--- src/rtl/hazard_stall_unit.sv ---
// hazard_stall_unit
//   Pipeline hazard/stall controller sitting beside the ID stage of the
//   5-stage MIPS core. It handles three things:
//     - load-use stalls that last LOAD_LAT cycles,
//     - a HI/LO interlock against the iterative mul/div unit,
//     - a flush override that releases any stall in the same cycle.
//   It also keeps a saturating count of stalled cycles.
//
// Parameters
//   REG_W    register-index width
//   LOAD_LAT total stall cycles per load-use hazard (1..15)
//   CNT_W    width of the stall performance counter
//
// Ports
//   clk, rst_n        pipeline clock (rising edge), async active-low reset
//   id_rega/id_regb   rs/rt indices of the instruction in ID
//   id_use_hilo       ID instruction reads HI/LO or issues mul/div
//   ex_dreg/ex_we     destination register and write enable in EX
//   ex_is_load        EX instruction is a register-writing load
//   md_start/md_done  mul/div launch and completion pulses
//   flush             branch/exception flush of IF/ID
//   stall_n           0 = hold PC and IF/ID
//   bubble            1 = insert a NOP into ID/EX (always ~stall_n)
//   state             debug view of the FSM state
//   stall_cnt         saturating count of cycles with stall_n = 0
//
// state     | meaning
// ----------+------------------------------------------------------
// IDLE      | no multi-cycle stall in progress; hazards evaluated
// LOAD_WAIT | remaining cycles of a multi-cycle load-use stall
// MD_WAIT   | ID instruction waits for mul/div to write HI/LO

module hazard_stall_unit #(
  parameter int REG_W    = 5,
  parameter int LOAD_LAT = 1,
  parameter int CNT_W    = 32
) (
  input  logic             clk,
  input  logic             rst_n,
  input  logic [REG_W-1:0] id_rega,
  input  logic [REG_W-1:0] id_regb,
  input  logic             id_use_hilo,
  input  logic [REG_W-1:0] ex_dreg,
  input  logic             ex_we,
  input  logic             ex_is_load,
  input  logic             md_start,
  input  logic             md_done,
  input  logic             flush,
  output logic             stall_n,
  output logic             bubble,
  output logic [1:0]       state,
  output logic [CNT_W-1:0] stall_cnt
);

  typedef enum logic [1:0] {
    S_IDLE      = 2'd0,
    S_LOAD_WAIT = 2'd1,
    S_MD_WAIT   = 2'd2
  } state_t;

  // rem counts the stall cycles still owed after the detection cycle
  localparam logic [3:0] LP_REM_INIT = 4'(LOAD_LAT - 1);
  localparam logic [CNT_W-1:0] LP_CNT_ONE = {{(CNT_W-1){1'b0}}, 1'b1};

  state_t           r_state;
  logic [3:0]       r_rem;
  logic             r_md_busy;
  logic [CNT_W-1:0] r_stall_cnt;

  logic w_load_haz;
  logic w_md_haz;
  logic w_stall;

  assign w_load_haz = ex_we & ex_is_load & (ex_dreg != '0) &
                      ((ex_dreg == id_rega) | (ex_dreg == id_regb));
  // md_done in the same cycle means HI/LO is written now; no need to wait
  assign w_md_haz   = r_md_busy & id_use_hilo & ~md_done;

  always_comb begin
    w_stall = 1'b0;
    case (r_state)
      S_IDLE:      w_stall = ~flush & (w_md_haz | w_load_haz);
      S_LOAD_WAIT: w_stall = ~flush;
      S_MD_WAIT:   w_stall = ~flush & ~md_done;
      default:     w_stall = 1'b0;
    endcase
  end

  always_ff @(posedge clk or negedge rst_n) begin
    if (!rst_n) begin
      r_state <= S_IDLE;
      r_rem   <= 4'd0;
    end else begin
      case (r_state)
        S_IDLE: begin
          if (!flush) begin
            if (w_md_haz) begin
              r_state <= S_MD_WAIT;
            end else if (w_load_haz && (LOAD_LAT > 1)) begin
              r_rem   <= LP_REM_INIT;
              r_state <= S_LOAD_WAIT;
            end
          end
        end
        S_LOAD_WAIT: begin
          // the load has already left EX, so hazards are not re-checked here
          if (flush) begin
            r_rem   <= 4'd0;
            r_state <= S_IDLE;
          end else begin
            r_rem <= r_rem - 4'd1;
            if (r_rem == 4'd1) r_state <= S_IDLE;
          end
        end
        S_MD_WAIT: begin
          if (flush || md_done) r_state <= S_IDLE;
        end
        default: begin
          r_state <= S_IDLE;
          r_rem   <= 4'd0;
        end
      endcase
    end
  end

  // a start coinciding with a done belongs to a new operation, so set wins
  always_ff @(posedge clk or negedge rst_n) begin
    if (!rst_n)        r_md_busy <= 1'b0;
    else if (md_start) r_md_busy <= 1'b1;
    else if (md_done)  r_md_busy <= 1'b0;
  end

  always_ff @(posedge clk or negedge rst_n) begin
    if (!rst_n)
      r_stall_cnt <= '0;
    else if (w_stall && (r_stall_cnt != {CNT_W{1'b1}}))
      r_stall_cnt <= r_stall_cnt + LP_CNT_ONE;
  end

  assign stall_n   = ~w_stall;
  assign bubble    = w_stall;
  assign state     = r_state;
  assign stall_cnt = r_stall_cnt;

endmodule

--- config.mk ---
export PLATFORM = sky130hd
export DESIGN_NAME = hazard_stall_unit
export DESIGN_NICKNAME = d
export VERILOG_FILES = /design/src/rtl/hazard_stall_unit.sv
export SDC_FILE = /design/constraint.sdc
export NUM_CORES = 1
export LEC_CHECK = 0
export BUFFER_PORTS_ARGS = -buffer_cell sky130_fd_sc_hd__buf_2
export CAP_MARGIN = 10
export CORE_MARGIN = 2
export CORE_UTILIZATION = 38
export CTS_BUF_LIST = sky130_fd_sc_hd__clkbuf_16
export DETAILED_ROUTE_END_ITERATION = 10
export PLACE_DENSITY_LB_ADDON = 0.1
export SYNTH_ARGS = -nofsm -noshare
export SYNTH_HDL_FRONTEND = slang
export SYNTH_SLANG_ARGS = --single-unit
--- constraint.sdc ---
create_clock -name clk -period 2.6 [get_ports clk]
set_input_delay 0.39 -clock clk [delete_from_list [all_inputs] [get_ports clk]]
set_output_delay 0.39 -clock clk [all_outputs]
set_load 0.1 [all_outputs]
==> metrics.txt <==
# TYPE chip_impl_metric gauge
chip_impl_metric{name="power_leakage",unit="nW"} 1.13
chip_impl_metric{name="dr_drc_count",unit=""} 0
chip_impl_metric{name="grt_overflow_total",unit=""} 0
chip_impl_metric{name="dr.first_iter.drc_count",unit=""} 46
chip_impl_metric{name="irDropWorstVdd",unit="V"} 0.000594
chip_impl_metric{name="final-max-slew-violation-count",unit=""} 0
chip_impl_metric{name="floorplan.core_area",unit="µm²"} 4440
chip_impl_metric{name="final.period_utilization",unit=""} 0.869
chip_impl_metric{name="synth_cell_types",unit=""} 29
chip_impl_metric{name="clk_pin_slew_worst_paths",unit="ps"} 50
chip_impl_info{name="crit_type",value="reg2out"} 1
chip_impl_metric{name="wl_per_cell",unit="µm"} 13.2
chip_impl_metric{name="wire_length_of_the_first_global_routing_pass",unit="mm"} 6.35
chip_impl_metric{name="synth_fp_nets",unit=""} 195
chip_impl_metric{name="ys_seq_area_frac",unit=""} 0.476
chip_impl_info{name="cts-root-buf",value="sky130_fd_sc_hd__clkbuf_16"} 1
chip_impl_metric{name="power.combinational.fraction",unit=""} 0.216
chip_impl_metric{name="fraction_of_final_layout_cells_with_drive_strength_greater_than_1",unit=""} 0.347
chip_impl_metric{name="ctsHtreeMaxLevel",unit=""} 2
chip_impl_metric{name="place_congestion",unit=""} 0.710
chip_impl_metric{name="yosys_warnings",unit=""} 0
chip_impl_metric{name="num_vias",unit=""} 1462
chip_impl_info{name="timing.critical_path.to_type",value="output port"} 1
chip_impl_metric{name="port-buffer-count",unit=""} 57
chip_impl_info{name="clock_tree_from_tritoncts",value="yes"} 1
chip_impl_metric{name="quantity_of_gates_resized_following_cts",unit=""} 0
chip_impl_metric{name="power.density_cell_area",unit="nW/µm²"} 638
chip_impl_metric{name="post_cts_buffers",unit=""} 0
chip_impl_metric{name="slew_at_the_pin_closest_to_its_max_slew_limit",unit="ps"} 761
chip_impl_metric{name="sw_frac_of_total",unit=""} 0.338
chip_impl_metric{name="antenna_cells",unit=""} 0
chip_impl_metric{name="internal_power",unit="mW"} 0.969
chip_impl_metric{name="final_setup_violating_endpoints",unit=""} 0
chip_impl_metric{name="worst_skew_pair.late_latency",unit="ps"} 270
chip_impl_metric{name="fp-row-count",unit=""} 24
chip_impl_metric{name="routed_via_density",unit=""} 5.08
chip_impl_info{name="holdCritPathClass",value="in2async"} 1
chip_impl_metric{name="maximum_buffer_depth_of_the_clock_tree",unit=""} 2
chip_impl_info{name="slowest_stage",value="sky130_fd_sc_hd__buf_2"} 1
chip_impl_metric{name="tritoncts_num_sinks",unit=""} 34
chip_impl_metric{name="ys_seq_elements",unit=""} 34
chip_impl_metric{name="timing.slew.headroom",unit=""} 0.492
chip_impl_metric{name="highest_fanout_seen_on_the_critical_path",unit=""} 4
chip_impl_metric{name="clock_power_share",unit=""} 0.379
chip_impl_metric{name="postPlaceCellArea",unit="µm²"} 2150
chip_impl_metric{name="drtAntennaViolNets",unit=""} 0
chip_impl_metric{name="max_cap_viol_count",unit=""} 0
chip_impl_metric{name="fin_worst_skew",unit="ps"} 3.36
chip_impl_metric{name="pin_count_of_the_biggest_net_entering_global_routing",unit=""} 35
chip_impl_metric{name="timing.final.crit_period",unit="ps"} 2260
chip_impl_metric{name="number_of_search_and_repair_iterations_in_the_first_detailed_routing_pass",unit=""} 4
chip_impl_metric{name="synthesis.instances",unit=""} 171
chip_impl_metric{name="avgSynthCellArea",unit="µm²"} 10.4
chip_impl_metric{name="dieHeight",unit="µm"} 72.6
chip_impl_metric{name="routed_wirelength",unit="mm"} 3.81
chip_impl_metric{name="timing.fmax",unit="MHz"} 443
chip_impl_metric{name="final.setup.tns",unit="ps"} 0
chip_impl_metric{name="initial_antenna_violation_count",unit=""} 0
chip_impl_info{name="rsz_0062_raised_after_global_routing",value="no"} 1
chip_impl_metric{name="cts_buffers",unit=""} 5
chip_impl_metric{name="mappedNetlistArea",unit="µm²"} 1790
chip_impl_metric{name="grt.total_usage",unit=""} 0.156
chip_impl_metric{name="num_io_pins",unit=""} 59
chip_impl_metric{name="layout.nets",unit=""} 259
chip_impl_metric{name="dieArea",unit="µm²"} 5270
chip_impl_info{name="critical_path.startpoint_type",value="flop"} 1
chip_impl_metric{name="fin_ws",unit="ps"} 342
chip_impl_info{name="worstPathCellList",value="a21oi_1 -> or3_1 -> o221ai_1 -> nand2_2 -> clkinvlp_4 -> buf_2"} 1
chip_impl_metric{name="setup.reg_to_reg.worst_slack",unit="ps"} 410
chip_impl_metric{name="cell_area_after_layout",unit="µm²"} 2290
chip_impl_info{name="status",value="complete, no violations"} 1
chip_impl_metric{name="critical-path-max-stage-delay",unit="ps"} 410
chip_impl_metric{name="final-hold-violation-count",unit=""} 0
chip_impl_metric{name="chipWidth",unit="µm"} 72.6
chip_impl_metric{name="cp.required",unit="ps"} 2210
chip_impl_metric{name="hold_buffers",unit=""} 0
chip_impl_metric{name="net-switching-power",unit="mW"} 0.494
chip_impl_metric{name="critPathArrivalTime",unit="ps"} 1870
chip_impl_metric{name="start_util",unit=""} 0.402
chip_impl_metric{name="vias_in_the_first_global_route",unit=""} 1368
chip_impl_metric{name="pre_cts_slack",unit="ps"} 167
chip_impl_metric{name="syn_to_final_growth",unit="%"} 28.3
chip_impl_metric{name="power.share.sequential",unit=""} 0.405
chip_impl_metric{name="fin_total_pwr",unit="mW"} 1.46
chip_impl_metric{name="dp_hpwl",unit="mm"} 2.85
-- final cells by class --
type                       count  area, µm²
inverter                      10       41.3
multi-input combinational    123        878
clock inverter                 3       12.5
clock buffer                   5        125
fill                         426       2150
timing repair buffer          61        315
sequential                    34        855
tap                           52       65.1
-- cell families (layout without fill, tap and decap cells) --
kind of cell             after synthesis  count (layout)  synth area share
other                                  1               1           0.00210
AO/OA/AOI/OAI                          5               5            0.0224
XOR/XNOR                              41              41             0.201
adder cells (fa/ha/maj)                1               1           0.00700
buffers and inverters                 14              79            0.0336
multiplexers                           1               1           0.00630
AND/OR/NAND/NOR                       74              74             0.251
flip-flops                            34              34             0.476
-- power groups by stage --
stage | logic (mW) | clock network (mW) | registers [mW]
2_1_floorplan | 0.0819 | 0 | 0.764
3_3_place_gp | 0.319 | 0 | 0.601
3_5_place_dp | 0.319 | 0 | 0.601
4_1_cts | 0.319 | 0.566 | 0.593
5_1_grt | 0.338 | 0.589 | 0.599
6_report | 0.317 | 0.555 | 0.592
-- synthesized netlist by cell type --
library cell,n,share of area
sky130_fd_sc_hd__dfrtp_1,34,0.48
sky130_fd_sc_hd__xnor2_1,34,0.17
sky130_fd_sc_hd__nand4_1,15,0.053
sky130_fd_sc_hd__nand2_1,13,0.027
sky130_fd_sc_hd__nand3_1,12,0.034
sky130_fd_sc_hd__inv_1,10,0.021
sky130_fd_sc_hd__nor2_1,8,0.017
sky130_fd_sc_hd__xor2_1,7,0.034
sky130_fd_sc_hd__and3_1,5,0.018
sky130_fd_sc_hd__nor3_1,4,0.011
sky130_fd_sc_hd__buf_2,3,0.0084
sky130_fd_sc_hd__nor4_2,3,0.021
sky130_fd_sc_hd__or3_1,3,0.011
sky130_fd_sc_hd__and2_1,2,0.0070
sky130_fd_sc_hd__nand3_2,2,0.011
sky130_fd_sc_hd__nand4_2,2,0.014
sky130_fd_sc_hd__or4_1,2,0.0084
sky130_fd_sc_hd__a21o_1,1,0.0042
sky130_fd_sc_hd__a21oi_1,1,0.0028
sky130_fd_sc_hd__a31oi_1,1,0.0035
sky130_fd_sc_hd__and4_1,1,0.0049
sky130_fd_sc_hd__buf_4,1,0.0042
sky130_fd_sc_hd__conb_1,1,0.0021
sky130_fd_sc_hd__ha_1,1,0.0070
sky130_fd_sc_hd__mux2_2,1,0.0063
sky130_fd_sc_hd__nor4_1,1,0.0035
sky130_fd_sc_hd__nor4_4,1,0.012
sky130_fd_sc_hd__o221ai_1,1,0.0049
sky130_fd_sc_hd__o31ai_2,1,0.0070
-- metrics by stage --
| step | util | std cells | hold WS (ps) |
|---|---|---|---|
| 6_report | 0.516 | 288 | 186 |
| 5_1_grt | 0.516 | 288 | 256 |
| 4_1_cts | 0.516 | 288 | 223 |
| 3_5_place_dp | 0.485 | 280 | 471 |
| 3_3_place_gp | 0.485 | 280 | 479 |
| 2_1_floorplan | - | 171 | 94.4 |
-- state kept, by name (all words and copies together) (netlist names) --
register	cells
state	1
stall_cnt	32
r_md_busy	1
-- metal layers --
metal	global-route usage	routed length, µm
met5	0	0
met4	0.0432	42
met3	0.0470	198
met2	0.256	1800
met1	0.202	1770
-- critical path, delay by kind of cell, from the launching register on --
family	cells	cell delay [ps]
simple gates	2	510
buf+inv	2	490
flops	1	340
compound gates	2	240
-- final timing paths --
check,endpoint,start,cells after the start
worst max-delay path,bubble,r_md_busy,6
worst min-delay path,state[1],rst_n,1
worst max register to register,stall_cnt[7],r_md_busy,7
worst min register to register,stall_cnt[15],stall_cnt[15],1
max in group asynchronous,stall_cnt[1],rst_n,1
min in group clk,r_md_busy,md_start,2
-- cell usage in the layout (no fill, tap or decap), types with 4 or more instances in the layout --
master,instances
sky130_fd_sc_hd__buf_2,57
sky130_fd_sc_hd__xnor2_1,34
sky130_fd_sc_hd__clkbuf_16,5
sky130_fd_sc_hd__nor2_1,8
sky130_fd_sc_hd__nor3_1,4
sky130_fd_sc_hd__nand2_1,12
sky130_fd_sc_hd__and3_1,5
sky130_fd_sc_hd__buf_4,4
sky130_fd_sc_hd__nand4_1,15
sky130_fd_sc_hd__xor2_1,7
sky130_fd_sc_hd__inv_1,10
sky130_fd_sc_hd__dfrtp_1,31
sky130_fd_sc_hd__nand3_1,12
Power figures use the tool's default switching activity.
